File: src/rtl/ps2_scan_decoder.sv
// Turns a raw PS/2 Set-2 scancode byte stream into make/break key events with live modifier state.
// An event appears one cycle after its last byte; in_ready drops only while a held event is not taken.
module ps2_scan_decoder #(
    parameter logic [23:0] TIMEOUT_CYCLES = 24'd1000000,
    parameter logic [2:0]  E1_SKIP        = 3'd7
) (
    input  logic       cclk,
    input  logic       cclk_rst_b,
    input  logic       in_valid,
    input  logic [7:0] in_data,
    output logic       in_ready,
    output logic       evt_valid,
    input  logic       evt_ready,
    output logic [7:0] evt_code,
    output logic       evt_ext,
    output logic       evt_break,
    output logic [4:0] mods,
    output logic       err_pulse
);

    typedef enum logic [2:0] {
        S_IDLE,
        S_E0,
        S_F0,
        S_E0F0,
        S_SKIP
    } state_t;

    state_t      r_state, w_state_nxt;
    logic [2:0]  r_skip, w_skip_nxt;
    logic [23:0] r_tmo, w_tmo_nxt;
    logic        r_err, w_err;
    logic        r_evt_vld;
    logic [7:0]  r_evt_code;
    logic        r_evt_ext, r_evt_brk;
    logic        w_acc, w_fake, w_emit, w_emit_ext, w_emit_brk, w_make;

    logic r_lsh, r_rsh, r_lctrl, r_rctrl, r_lalt, r_ralt;
    logic r_caps_held, r_caps_lock, r_num_held, r_num_lock;

    assign in_ready  = !r_evt_vld || evt_ready;
    assign w_acc     = in_valid && in_ready;
    // E0 12 / E0 59 are synthetic shift codes wrapped around some extended keys
    assign w_fake    = (in_data == 8'h12) || (in_data == 8'h59);
    assign w_make    = !w_emit_brk;

    assign evt_valid = r_evt_vld;
    assign evt_code  = r_evt_code;
    assign evt_ext   = r_evt_ext;
    assign evt_break = r_evt_brk;
    assign err_pulse = r_err;
    assign mods      = {r_caps_lock, r_lalt | r_ralt, r_lctrl | r_rctrl, r_lsh | r_rsh, r_num_lock};

    always_comb begin
        w_state_nxt = r_state;
        w_skip_nxt  = r_skip;
        w_tmo_nxt   = '0;
        w_err       = 1'b0;
        w_emit      = 1'b0;
        w_emit_ext  = 1'b0;
        w_emit_brk  = 1'b0;
        if (w_acc) begin
            case (r_state)
                S_IDLE: begin
                    case (in_data)
                        8'hE0: w_state_nxt = S_E0;
                        8'hF0: w_state_nxt = S_F0;
                        8'hE1: begin
                            w_state_nxt = (E1_SKIP == 3'd0) ? S_IDLE : S_SKIP;
                            w_skip_nxt  = E1_SKIP;
                        end
                        8'h00, 8'hFF: w_err = 1'b1;
                        8'hAA, 8'hFA, 8'hFE, 8'hEE: ;
                        default: w_emit = 1'b1;
                    endcase
                end
                S_E0: begin
                    if (in_data == 8'hF0) begin
                        w_state_nxt = S_E0F0;
                    end else begin
                        w_state_nxt = S_IDLE;
                        w_emit      = !w_fake;
                        w_emit_ext  = 1'b1;
                    end
                end
                S_F0: begin
                    w_state_nxt = S_IDLE;
                    w_emit      = 1'b1;
                    w_emit_brk  = 1'b1;
                end
                S_E0F0: begin
                    w_state_nxt = S_IDLE;
                    w_emit      = !w_fake;
                    w_emit_ext  = 1'b1;
                    w_emit_brk  = 1'b1;
                end
                S_SKIP: begin
                    w_skip_nxt = r_skip - 3'd1;
                    if (r_skip <= 3'd1) begin
                        w_state_nxt = S_IDLE;
                    end
                end
                default: w_state_nxt = S_IDLE;
            endcase
        end else if (r_state != S_IDLE) begin
            if (r_tmo == TIMEOUT_CYCLES - 24'd1) begin
                w_state_nxt = S_IDLE;
                w_err       = 1'b1;
            end else begin
                w_tmo_nxt = r_tmo + 24'd1;
            end
        end
    end

    always_ff @(posedge cclk or negedge cclk_rst_b) begin
        if (!cclk_rst_b) begin
            r_state    <= S_IDLE;
            r_skip     <= '0;
            r_tmo      <= '0;
            r_err      <= 1'b0;
            r_evt_vld  <= 1'b0;
            r_evt_code <= '0;
            r_evt_ext  <= 1'b0;
            r_evt_brk  <= 1'b0;
        end else begin
            r_state <= w_state_nxt;
            r_skip  <= w_skip_nxt;
            r_tmo   <= w_tmo_nxt;
            r_err   <= w_err;
            if (w_emit) begin
                r_evt_vld  <= 1'b1;
                r_evt_code <= in_data;
                r_evt_ext  <= w_emit_ext;
                r_evt_brk  <= w_emit_brk;
            end else if (evt_ready) begin
                r_evt_vld <= 1'b0;
            end
        end
    end

    // Held bits track physical keys so lock toggles ignore typematic repeats
    always_ff @(posedge cclk or negedge cclk_rst_b) begin
        if (!cclk_rst_b) begin
            r_lsh       <= 1'b0;
            r_rsh       <= 1'b0;
            r_lctrl     <= 1'b0;
            r_rctrl     <= 1'b0;
            r_lalt      <= 1'b0;
            r_ralt      <= 1'b0;
            r_caps_held <= 1'b0;
            r_caps_lock <= 1'b0;
            r_num_held  <= 1'b0;
            r_num_lock  <= 1'b0;
        end else if (w_emit) begin
            if (!w_emit_ext) begin
                case (in_data)
                    8'h12: r_lsh   <= w_make;
                    8'h59: r_rsh   <= w_make;
                    8'h14: r_lctrl <= w_make;
                    8'h11: r_lalt  <= w_make;
                    8'h77: begin
                        if (w_make && !r_num_held) begin
                            r_num_lock <= ~r_num_lock;
                        end
                        r_num_held <= w_make;
                    end
                    default: ;
                endcase
            end else begin
                case (in_data)
                    8'h14: r_rctrl <= w_make;
                    8'h11: r_ralt  <= w_make;
                    default: ;
                endcase
            end
            if (in_data == 8'h58) begin
                if (w_make && !r_caps_held) begin
                    r_caps_lock <= ~r_caps_lock;
                end
                r_caps_held <= w_make;
            end
        end
    end

endmodule

File: config.mk
export PLATFORM = sky130hd
export DESIGN_NAME = ps2_scan_decoder
export DESIGN_NICKNAME = d
export VERILOG_FILES = /design/src/rtl/ps2_scan_decoder.sv
export SDC_FILE = /design/constraint.sdc
export NUM_CORES = 1
export LEC_CHECK = 0
export CORE_UTILIZATION = 45
export CTS_CLUSTER_SIZE = 8
export DETAILED_ROUTE_END_ITERATION = 10
export PLACE_DENSITY = 0.65
export SLEW_MARGIN = 20
export SYNTH_ARGS = -nofsm -noshare
export SYNTH_HDL_FRONTEND = slang
export SYNTH_SLANG_ARGS = --single-unit
File: constraint.sdc
create_clock -name cclk -period 2.6 [get_ports cclk]
set_input_delay 0.26 -clock cclk [delete_from_list [all_inputs] [get_ports cclk]]
set_output_delay 0.26 -clock cclk [all_outputs]
set_load 0.05 [all_outputs]
==> metrics.cfg, run 1 <==
[outcome]
outcome=finished, final reports clean

[cells_and_area]
stdcell_count=388
stdcell_area_um2=3280
final_nets=331
drive_gt1_share_pct=15.8
area_delta_synth_final_pct=21.8
fillers=492
final_util_pct=58.1
diodes=0

[sta]
setup_viol=0
hold_viol=0
rsz0062_at_grt=false
fmax_mhz=440
period_needed_ns=2.27
finClkSkew_ns=0.0131
tightest_slew_ns=0.660
fin_setup_tns_ns=0
period_share_pct=87.4
slew_headroom_pct=55.6
slew_viol_final=0

[logic_synthesis]
yosysUniqueCellTypes=46
yosys_warnings=0
syn_nets=282
synthArstFlopShare_pct=100
synth_edf_count=0
netlist_instances=267
ys_top_cells_by_area=dfrtp_1 48%, xor2_1 5.5%, nor2_1 5.4%
ys_seq_elements=52
ys.flop_type=dfrtp_1
ys_seq_area_share_pct=48.4
syn_area_um2=2690
yosysTopAreaCell=dfrtp_1
avgSynthCellArea_um2=10.1
synth_top_area_share_pct=48.4

[power]
power-per-cell-area_nw_per_um2=515
leakage_uw=0.00143
peakVddDrop_uv=238

[grt]
grt_max_degree=35
antenna_found_initial=0
grt_usage_pct=18.5
grt_pass1_wl_um=9090
grt_pass1_vias=1901
overflow=0

[clock_tree]
clk_latency_ns=0.31
numCtsBuffers=5
cts_sinks=52
h-tree-depth=2
clock-root-buffer=clkbuf_8
hold_buffers=1
cts_resized=0
clockBufferDepth=2
cts_setup_buffers=0
clk_pin_slew_ns=0.09
tritoncts=built

[drt]
drt_iter0_drc=103
route.detailed.drc=0
dr.pass1.iters=5
final_antenna_net_count=0
wl_um=5320
wl_per_cell_um=13.7
vias_per_cell=5.32
vias=2063

[critical_path]
critical_path_class=primary input to flip-flop
cp_cell_sequence=clkdlybuf4s50_1, nor2b_1, o2111a_1, a2111o_2, o22ai_2, or2_1, buf_12, mux2_4
startpoint_type=primary input
worst_ep_arrival_time_ns=2.46
critical_path.endpoint_type=flip-flop
cp_slowest_stage_delay_ns=0.53
cp.required_ns=2.78
cpMaxStageDelayCell=clkdlybuf4s50_1
critical_path_peak_fanout=9

[floorplanning]
start_util_pct=47.7
rows=27
num_io_pins=30
die_area_um2=6290
core_area_um2=5640
die-height_um=79.3
dieWidth_um=79.3

[hold_path]
hold_path.class=primary input to asynchronous set/reset pin

[placed_design]
dp_hpwl_um=3960
placedCellCount=380
port_buffers=29
gp_congestion=0.780
place_area_um2=3180

[run]
drv_cap=0

-- final cells by class --
class,instances,area (µm²),share of cell area [%]
Inverter,6,22.5,0.688
Multi-Input combinational cell,196,1280,39.2
Timing Repair Buffer,55,495,15.1
Sequential cell,52,1300,39.7
Clock inverter,2,12.5,0.382
Tap cell,72,90.1,2.75
Clock buffer,5,68.8,2.10
-- placed cells by master, fill, tap and decap left out, drive strengths merged, types with 2 or more instances in the layout --
cell type      Yosys  final
a21oi             11     11
a31oi              5      5
and3               9      9
and4               2      2
buf               10     26
clkbuf             3      5
clkdlybuf4s50      0     28
dfrtp             52     52
ha                 3      3
inv                6      6
mux2              12     12
nand2             15     15
nand2b             4      4
nand3             13     13
nand3b             2      2
nand4              9      9
nand4b             2      2
nor2              39     39
nor2b              2      2
nor3               5      5
nor3b              3      3
nor4               3      3
nor4b              3      3
o21a               2      2
o21ai              6      6
o31ai              2      2
or2                5      5
or3                3      3
or4                2      2
xnor2              7      7
xor2              17     17
-- Yosys cell counts (all sizes together) (3+ instances only) --
cell type	number
nand2b	4
inv	6
nor4	3
nand3	13
mux2	12
and3	9
nor4b	3
a21oi	11
or3	3
nor2	39
nand2	15
ha	3
xnor2	7
dfrtp	52
o21ai	6
nor3	5
buf	10
a31oi	5
clkbuf	3
or2	5
nor3b	3
xor2	17
nand4	9
-- flip-flops by register name (all words and copies together) (netlist names), 3 cells and up --
signal,flops
r_tmo,24
r_skip,3
evt_code,8
r_state,3
-- cell families (layout without fill, tap and decap cells) --
group	Yosys count	in the layout	synth area share (%)
XOR/XNOR	24	24	7.81
adder cells (fa/ha/maj)	3	3	1.40
AO/OA/AOI/OAI	35	35	8.70
AND/OR/NAND/NOR	122	122	23.7
multiplexers	12	12	6.14
buffers and inverters	19	68	3.86
flip-flops	52	52	48.4
-- power by group --
part           total [µW]  switching (µW)  leakage (µW)  internal [µW]
Combinational         382             222      0.000684            160
Clock                 430             248     0.0000400            183
Sequential            875            26.0      0.000702            849
-- metrics by stage --
step | hold slack, ns | power (µW) | worst slack [ns]
after global placement | 0.216 | 1270 | 0.0793
after CTS | 0.409 | 1710 | 0.336
after floorplan | -0.0356 | 1130 | 0.163
final | 0.400 | 1690 | 0.327
after global routing | 0.452 | 1770 | 0.256
after detailed placement | 0.211 | 1280 | 0.0251
-- final timing paths --
kind	start	end	slack, ns	cells past startpoint
max	in_data[4]	evt_code[6]	0.33	8
min	cclk_rst_b	r_tmo[13]	0.40	2
max reg2reg	r_state[1]	evt_code[6]	0.40	6
min reg2reg	r_caps_lock	r_caps_lock	0.47	1
max in group asynchronous	cclk_rst_b	evt_code[6]	1.42	3
min in group cclk	r_caps_lock	r_caps_lock	0.47	1
-- per-layer routing --
layer	global-route usage, %	share of wire (%)	vias to the layer above
li1	-	-	1032
met1	27.3	52	987
met4	6.00	1.4	0
met2	27.7	43	40
met3	2.87	2.9	4
met5	0	0	-
-- critical path: cells and delay by family --
kind                   cells  cell delay (ns)
AND/OR/NAND/NOR            2             0.36
AO/OA/AOI/OAI              3             0.86
multiplexers               1             0.30
buffers and inverters      2             0.68
(Power assumes the default switching activity.)
==> run 2, diff against run 1 <==
--- a/config.mk
+++ b/config.mk
@@ -5,6 +5,7 @@
 export SDC_FILE = /design/constraint.sdc
 export NUM_CORES = 1
 export LEC_CHECK = 0
+export CORE_MARGIN = 2
 export CORE_UTILIZATION = 45
 export CTS_CLUSTER_SIZE = 8
 export DETAILED_ROUTE_END_ITERATION = 10
==> run 2 against run 1 <==
  * Die area up 5.1%
  * Highest routed layer unchanged
  * Final cell count grew 0.52%
  * First-iteration DRC count is 42% higher
  * Register-to-register slack got worse by 0.09 ns
  * Worst setup slack worse by 0.11 ns
  * Sequential cell count unchanged
  * Clock power is 28% higher
  * Sequential share of layout area shrank 0.076 points
  * Utilization is 2.0 points lower
  * Clock skew down 0.0068 ns
  * Critical path type unchanged
==> metrics.cfg, run 2 (same netlist as run 1, synthesis figures left out) <==
[cells_and_area]
mostFrequentLayoutCell=dfrtp_1
area_delta_synth_final_pct=22.0
final_nets=329  ; -0.60%
final_util_pct=56.1  ; -2.0 points
largest_reg_flops=24  ; unchanged
diodes=0  ; unchanged
regMostFlops=r_tmo
drive_gt1_share_pct=15.6  ; -0.27 points
final_cell_mix=52 x dfrtp_1, 39 x nor2_1, 28 x clkdlybuf4s50_1

[clock_tree]
tritoncts=built
clk_latency_ns=0.31  ; about the same
clk_pin_slew_ns=0.09  ; about the same
h-tree-depth=2  ; unchanged
cts_setup_buffers=0  ; unchanged
clockBufferDepth=2  ; unchanged
hold_buffers=1  ; unchanged
cts_resized=0  ; unchanged
clock-root-buffer=clkbuf_8
cts_sinks=52  ; unchanged
numCtsBuffers=5  ; unchanged

[drt]
drt_iter0_drc=146  ; +42%
dr.pass1.iters=4  ; -1
vias_per_cell=5.22  ; -1.8%
route.detailed.drc=0  ; unchanged
vias=2037  ; -1.3%
final_antenna_net_count=0  ; unchanged
wl_um=5330  ; +0.11%
wl_per_cell_um=13.7  ; -0.40%

[floorplanning]
die_area_um2=6610  ; +5.1%
rows=28  ; +3.7%
die-height_um=81.3  ; +2.5%
core_area_um2=5850  ; +3.7%
dieWidth_um=81.3  ; +2.5%
start_util_pct=46.0  ; -1.7 points
num_io_pins=30  ; unchanged

[hold_path]
hold_path.class=primary input to asynchronous set/reset pin

[placed_design]
dp_hpwl_um=3940  ; -0.51%
port_buffers=29  ; unchanged
dp_slack_ns=-0.0736  ; -0.0987 ns
gp_congestion=0.805  ; +3.2%

[critical_path]
startpoint_type=primary input
cp.required_ns=2.80  ; +0.02 ns
cpMaxStageDelayCell=clkdlybuf4s50_1
worst_ep_arrival_time_ns=2.58  ; +0.12 ns
critical_path_peak_fanout=9  ; unchanged
cp_slowest_stage_delay_ns=0.61  ; +0.08 ns
critical_path_class=primary input to flip-flop
critical_path.endpoint_type=flip-flop
cp_cell_sequence=clkdlybuf4s50_1, nand4b_1, a2111oi_0, a2111o_2, o22ai_2, or2_1, mux2_4

[sta]
hold_viol=0  ; unchanged
tightest_slew_ns=0.681  ; +0.0211 ns
rsz0062_at_grt=false
holdWs_ns=0.423  ; +0.0231 ns
slew_headroom_pct=54.2  ; -1.4 points
fin_setup_tns_ns=0  ; unchanged
fin_ws_ns=0.217  ; -0.110 ns
period_needed_ns=2.38  ; +0.110 ns
slew_viol_final=0  ; unchanged
setup_viol=0  ; unchanged
finClkSkew_ns=0.00631  ; -0.00675 ns
period_share_pct=91.7  ; +4.2 points
fmax_mhz=420  ; -4.6%

[power]
seqPwrFrac_pct=48.6  ; -3.3 points
leakage_uw=0.00143  ; +0.14%
power.switching_uw=510  ; +2.7%
p_sw_share_pct=28.4  ; -1.0 points
pwr-share-comb_pct=20.8  ; -1.9 points
internal_power_uw=1290  ; +8.1%
power-per-cell-area_nw_per_um2=548  ; +6.3%
clkPwrFrac_pct=30.6  ; +5.1 points
peakVddDrop_uv=310  ; +30%
power_uw=1800  ; +6.5%

[grt]
grt_pass1_vias=1909  ; +0.42%
grt_usage_pct=17.8  ; -0.72 points
grt_max_degree=33  ; -5.7%
antenna_found_initial=0  ; unchanged
overflow=0  ; unchanged
grt_pass1_wl_um=8990  ; -1.1%

[run]
drv_cap=0  ; unchanged

[outcome]
outcome=finished, final reports clean

run 2: layout make-up:
type,count,area [µm²]
Tap cell,75,93.8
Multi-Input combinational cell,196,1280
Clock buffer,5,68.8
Timing Repair Buffer,53,468
Fill cell,511,2570
Clock inverter,3,42.5
Inverter,6,22.5
Sequential cell,52,1300
run 2: path summary, 6_finish.rpt:
path / end / startpoint / slack [ns] / depth (start not counted)
min in group cclk: r_caps_lock / r_caps_lock / 0.47 / 1
hold / removal: r_tmo[18] / cclk_rst_b / 0.42 / 2
setup reg to reg: evt_code[1] / r_state[0] / 0.31 / 5
max in group asynchronous: evt_code[7] / cclk_rst_b / 1.42 / 3
hold reg to reg: r_caps_lock / r_caps_lock / 0.47 / 1
setup / recovery: evt_code[1] / in_data[5] / 0.22 / 7
run 2: power by group through the flow:
stage,registers (µW),clock network (µW),logic (µW)
after floorplan,975,0,155
after global placement,889,0,371
after detailed placement,891,0,374
after CTS,875,569,377
after global routing,880,604,401
final,874,550,373
run 2: metal layers:
layer | part of all wire, % | global-route usage (%)
met5 | 0 | 0
met4 | 2.3 | 7.29
met3 | 3.0 | 4.00
met2 | 44 | 25.9
met1 | 51 | 25.4
run 2: critical path: cells and delay by family:
kind,cells,cell delay [ns]
and+or+nand+nor,2,0.61
AOI/OAI and AO/OA,3,0.73
buffers and inverters,1,0.61
muxes,1,0.37
run 2: per-stage QoR:
| step | std cells | instance area [µm²] |
|---|---|---|
| detailed placement | 381 | 3160 |
| floorplan | 267 | 2690 |
| CTS | 390 | 3280 |
| global route | 390 | 3280 |
| global placement | 381 | 3160 |
| finish | 390 | 3280 |
==> run 3, diff against run 2 <==
--- a/config.mk
+++ b/config.mk
@@ -6,10 +6,10 @@
 export NUM_CORES = 1
 export LEC_CHECK = 0
 export CORE_MARGIN = 2
-export CORE_UTILIZATION = 45
-export CTS_CLUSTER_SIZE = 8
+export CORE_UTILIZATION = 50
+export CTS_CLUSTER_SIZE = 20
 export DETAILED_ROUTE_END_ITERATION = 10
-export PLACE_DENSITY = 0.65
+export PLACE_DENSITY = 0.71
 export SLEW_MARGIN = 20
 export SYNTH_ARGS = -nofsm -noshare
 export SYNTH_HDL_FRONTEND = slang
==> run 3 against run 2 <==
  * Clock power grew 3%
  * Final cell count shrank 0.51%
  * Via count grew 2.7%
  * Combinational power grew 2%
  * Global-route usage grew 1.8 points
  * Sequential power is essentially flat
  * Clock skew grew 0.0079 ns
  * Worst hold slack gained 0.040 ns
  * Design area grew 0.50%
  * Register-to-register slack is essentially flat
  * First-iteration DRC count shrank 26%
==> metrics.cfg, run 3 (same netlist as run 1, synthesis figures left out) <==
[sta]
tightest_slew_ns=0.694  ; +0.0130 ns
slew_viol_final=0  ; unchanged
period_needed_ns=2.33  ; -0.0533 ns
rsz0062_at_grt=false
period_share_pct=89.6  ; -2.1 points
slew_headroom_pct=53.4  ; -0.87 points
fmax_mhz=429  ; +2.3%
holdWs_ns=0.463  ; +0.0399 ns
setup_viol=0  ; unchanged
finClkSkew_ns=0.0142  ; +0.00786 ns
hold_viol=0  ; unchanged

[cells_and_area]
final_cell_mix=52 x dfrtp_1, 39 x nor2_1, 28 x clkdlybuf4s50_1
stdcell_area_um2=3300  ; +0.50%
regMostFlops=r_tmo
mostFrequentLayoutCell=dfrtp_1
diodes=0  ; unchanged
largest_reg_flops=24  ; unchanged
final_nets=332  ; +0.91%
area_delta_synth_final_pct=22.6
drive_gt1_share_pct=16.0  ; +0.48 points
final_util_pct=64.2  ; +8.1 points

[critical_path]
cpMaxStageDelayCell=or4_1
cp.depth=8  ; +1
critical_path_class=primary input to flip-flop
rr_endpoint=evt_code[7]
cp_slowest_stage_delay_ns=0.50  ; -0.11 ns
startpoint_type=primary input
critical_path_peak_fanout=9  ; unchanged
r2r_start=r_state[0]
path_delay_family=simple AND/OR/NAND/NOR gates
worst_r2r_path_depth=5  ; unchanged
cp.required_ns=2.80  ; about the same
critical_path.endpoint_type=flip-flop
reg2reg_slack_ns=0.31  ; about the same
path_buf_inv=2  ; +1
worst_ep_arrival_time_ns=2.53  ; -0.05 ns
cp_cell_sequence=clkdlybuf4s50_1, buf_4, or4_1, a21oi_1, a2111o_2, o22ai_2, or2_1, mux2_4

[run]
drv_cap=0  ; unchanged

[drt]
dr.pass1.iters=4  ; unchanged
vias_per_cell=5.39  ; +3.2%
wl_per_cell_um=14.2  ; +3.8%
route.detailed.drc=0  ; unchanged
wl_um=5500  ; +3.2%
final_antenna_net_count=0  ; unchanged
drt_iter0_drc=108  ; -26%
vias=2092  ; +2.7%

[power]
power-per-cell-area_nw_per_um2=552  ; +0.85%
leakage_uw=0.00144  ; +1.1%
peakVddDrop_uv=409  ; +32%

[floorplanning]
start_util_pct=52.3  ; +6.4 points
core_area_um2=5140  ; -12%
die_area_um2=5980  ; -9.5%
die-height_um=77.4  ; -4.9%
rows=26  ; -7.1%
num_io_pins=30  ; unchanged
dieWidth_um=77.4  ; -4.9%

[grt]
grt_pass1_wl_um=9340  ; +3.9%
grt_usage_pct=19.5  ; +1.8 points
antenna_found_initial=0  ; unchanged
grt_pass1_vias=1945  ; +1.9%
grt_max_degree=29  ; -12%
overflow=0  ; unchanged

[clock_tree]
clock-root-buffer=clkbuf_8
cts_sinks=52  ; unchanged
numCtsBuffers=5  ; unchanged
h-tree-depth=2  ; unchanged
tritoncts=built
clockBufferDepth=2  ; unchanged
clk_latency_ns=0.32  ; about the same
clk_pin_slew_ns=0.10  ; about the same

[placed_design]
gp_congestion=0.825  ; +2.5%
dp_hpwl_um=4030  ; +2.4%
place_area_um2=3180  ; +0.51%
port_buffers=29  ; unchanged

[hold_path]
hold_path.class=primary input to asynchronous set/reset pin

[outcome]
outcome=finished, final reports clean

## run 3: cell types whose count changed in the layout (fill, tap and decap cells not counted), sizes merged
cell,change
buf,+3
clkbuf,+1
clkinv,-1
clkinvlp,-1
inv,+1
## run 3: per-stage QoR
| step | total power, µW | instances | setup TNS (ns) | setup slack, ns |
|---|---|---|---|---|
| 2_1_floorplan | 1130 | 267 | 0 | 0.163 |
| 5_1_grt | 1890 | 388 | 0 | 0.136 |
| 6_report | 1820 | 388 | 0 | 0.270 |
| 3_5_place_dp | 1270 | 379 | -0.312 | -0.0491 |
| 4_1_cts | 1830 | 388 | 0 | 0.279 |
| 3_3_place_gp | 1260 | 379 | 0 | 0.00647 |
## run 3: metal layers
metal	wire, µm	vias up	GRT usage [%]
li1	-	1040	-
met1	2760	1014	28.2
met2	2500	33	29.7
met3	174	5	3.95
met4	72	0	6.43
met5	0	-	0
## run 3: report_power, final
group / switching, µW / total, µW / internal (µW)
clock network: 277 / 569 / 291
logic: 223 / 379 / 157
registers: 24.7 / 874 / 849
total: 525 / 1820 / 1300
## run 3: what timing repair did
action / CTS / global route
setup buffers: 0 / 0
hold buffers: 1 / 0
resized for setup: 0 / 0
endpoints found under the hold margin: 52 / 0
## run 3: final cells by class
| class | instances | area [µm²] |
|---|---|---|
| Tap cell | 70 | 87.6 |
| Multi-Input combinational cell | 196 | 1280 |
| Sequential cell | 52 | 1300 |
| Clock buffer | 6 | 72.6 |
| Clock inverter | 2 | 38.8 |
| Timing Repair Buffer | 56 | 490 |
| Inverter | 6 | 22.5 |
| Fill cell | 450 | 1840 |
## run 3: tightest hold or removal path, delay by kind of cell
| family | cells | cell delay [ns] |
|---|---|---|
| buf+inv | 3 | 0.92 |
## run 3: how the worst max path moves through the flow
stage | from | to | slack (ns)
4_1_cts | in_data[4] | evt_code[7] | 0.28
3_3_place_gp | in_data[4] | evt_code[3] | 0.006
6_report | in_data[4] | evt_code[7] | 0.27
2_1_floorplan | evt_valid | evt_code[0] | 0.16
3_5_place_dp | in_data[4] | evt_code[7] | -0.05
5_1_grt | in_data[3] | evt_code[7] | 0.14
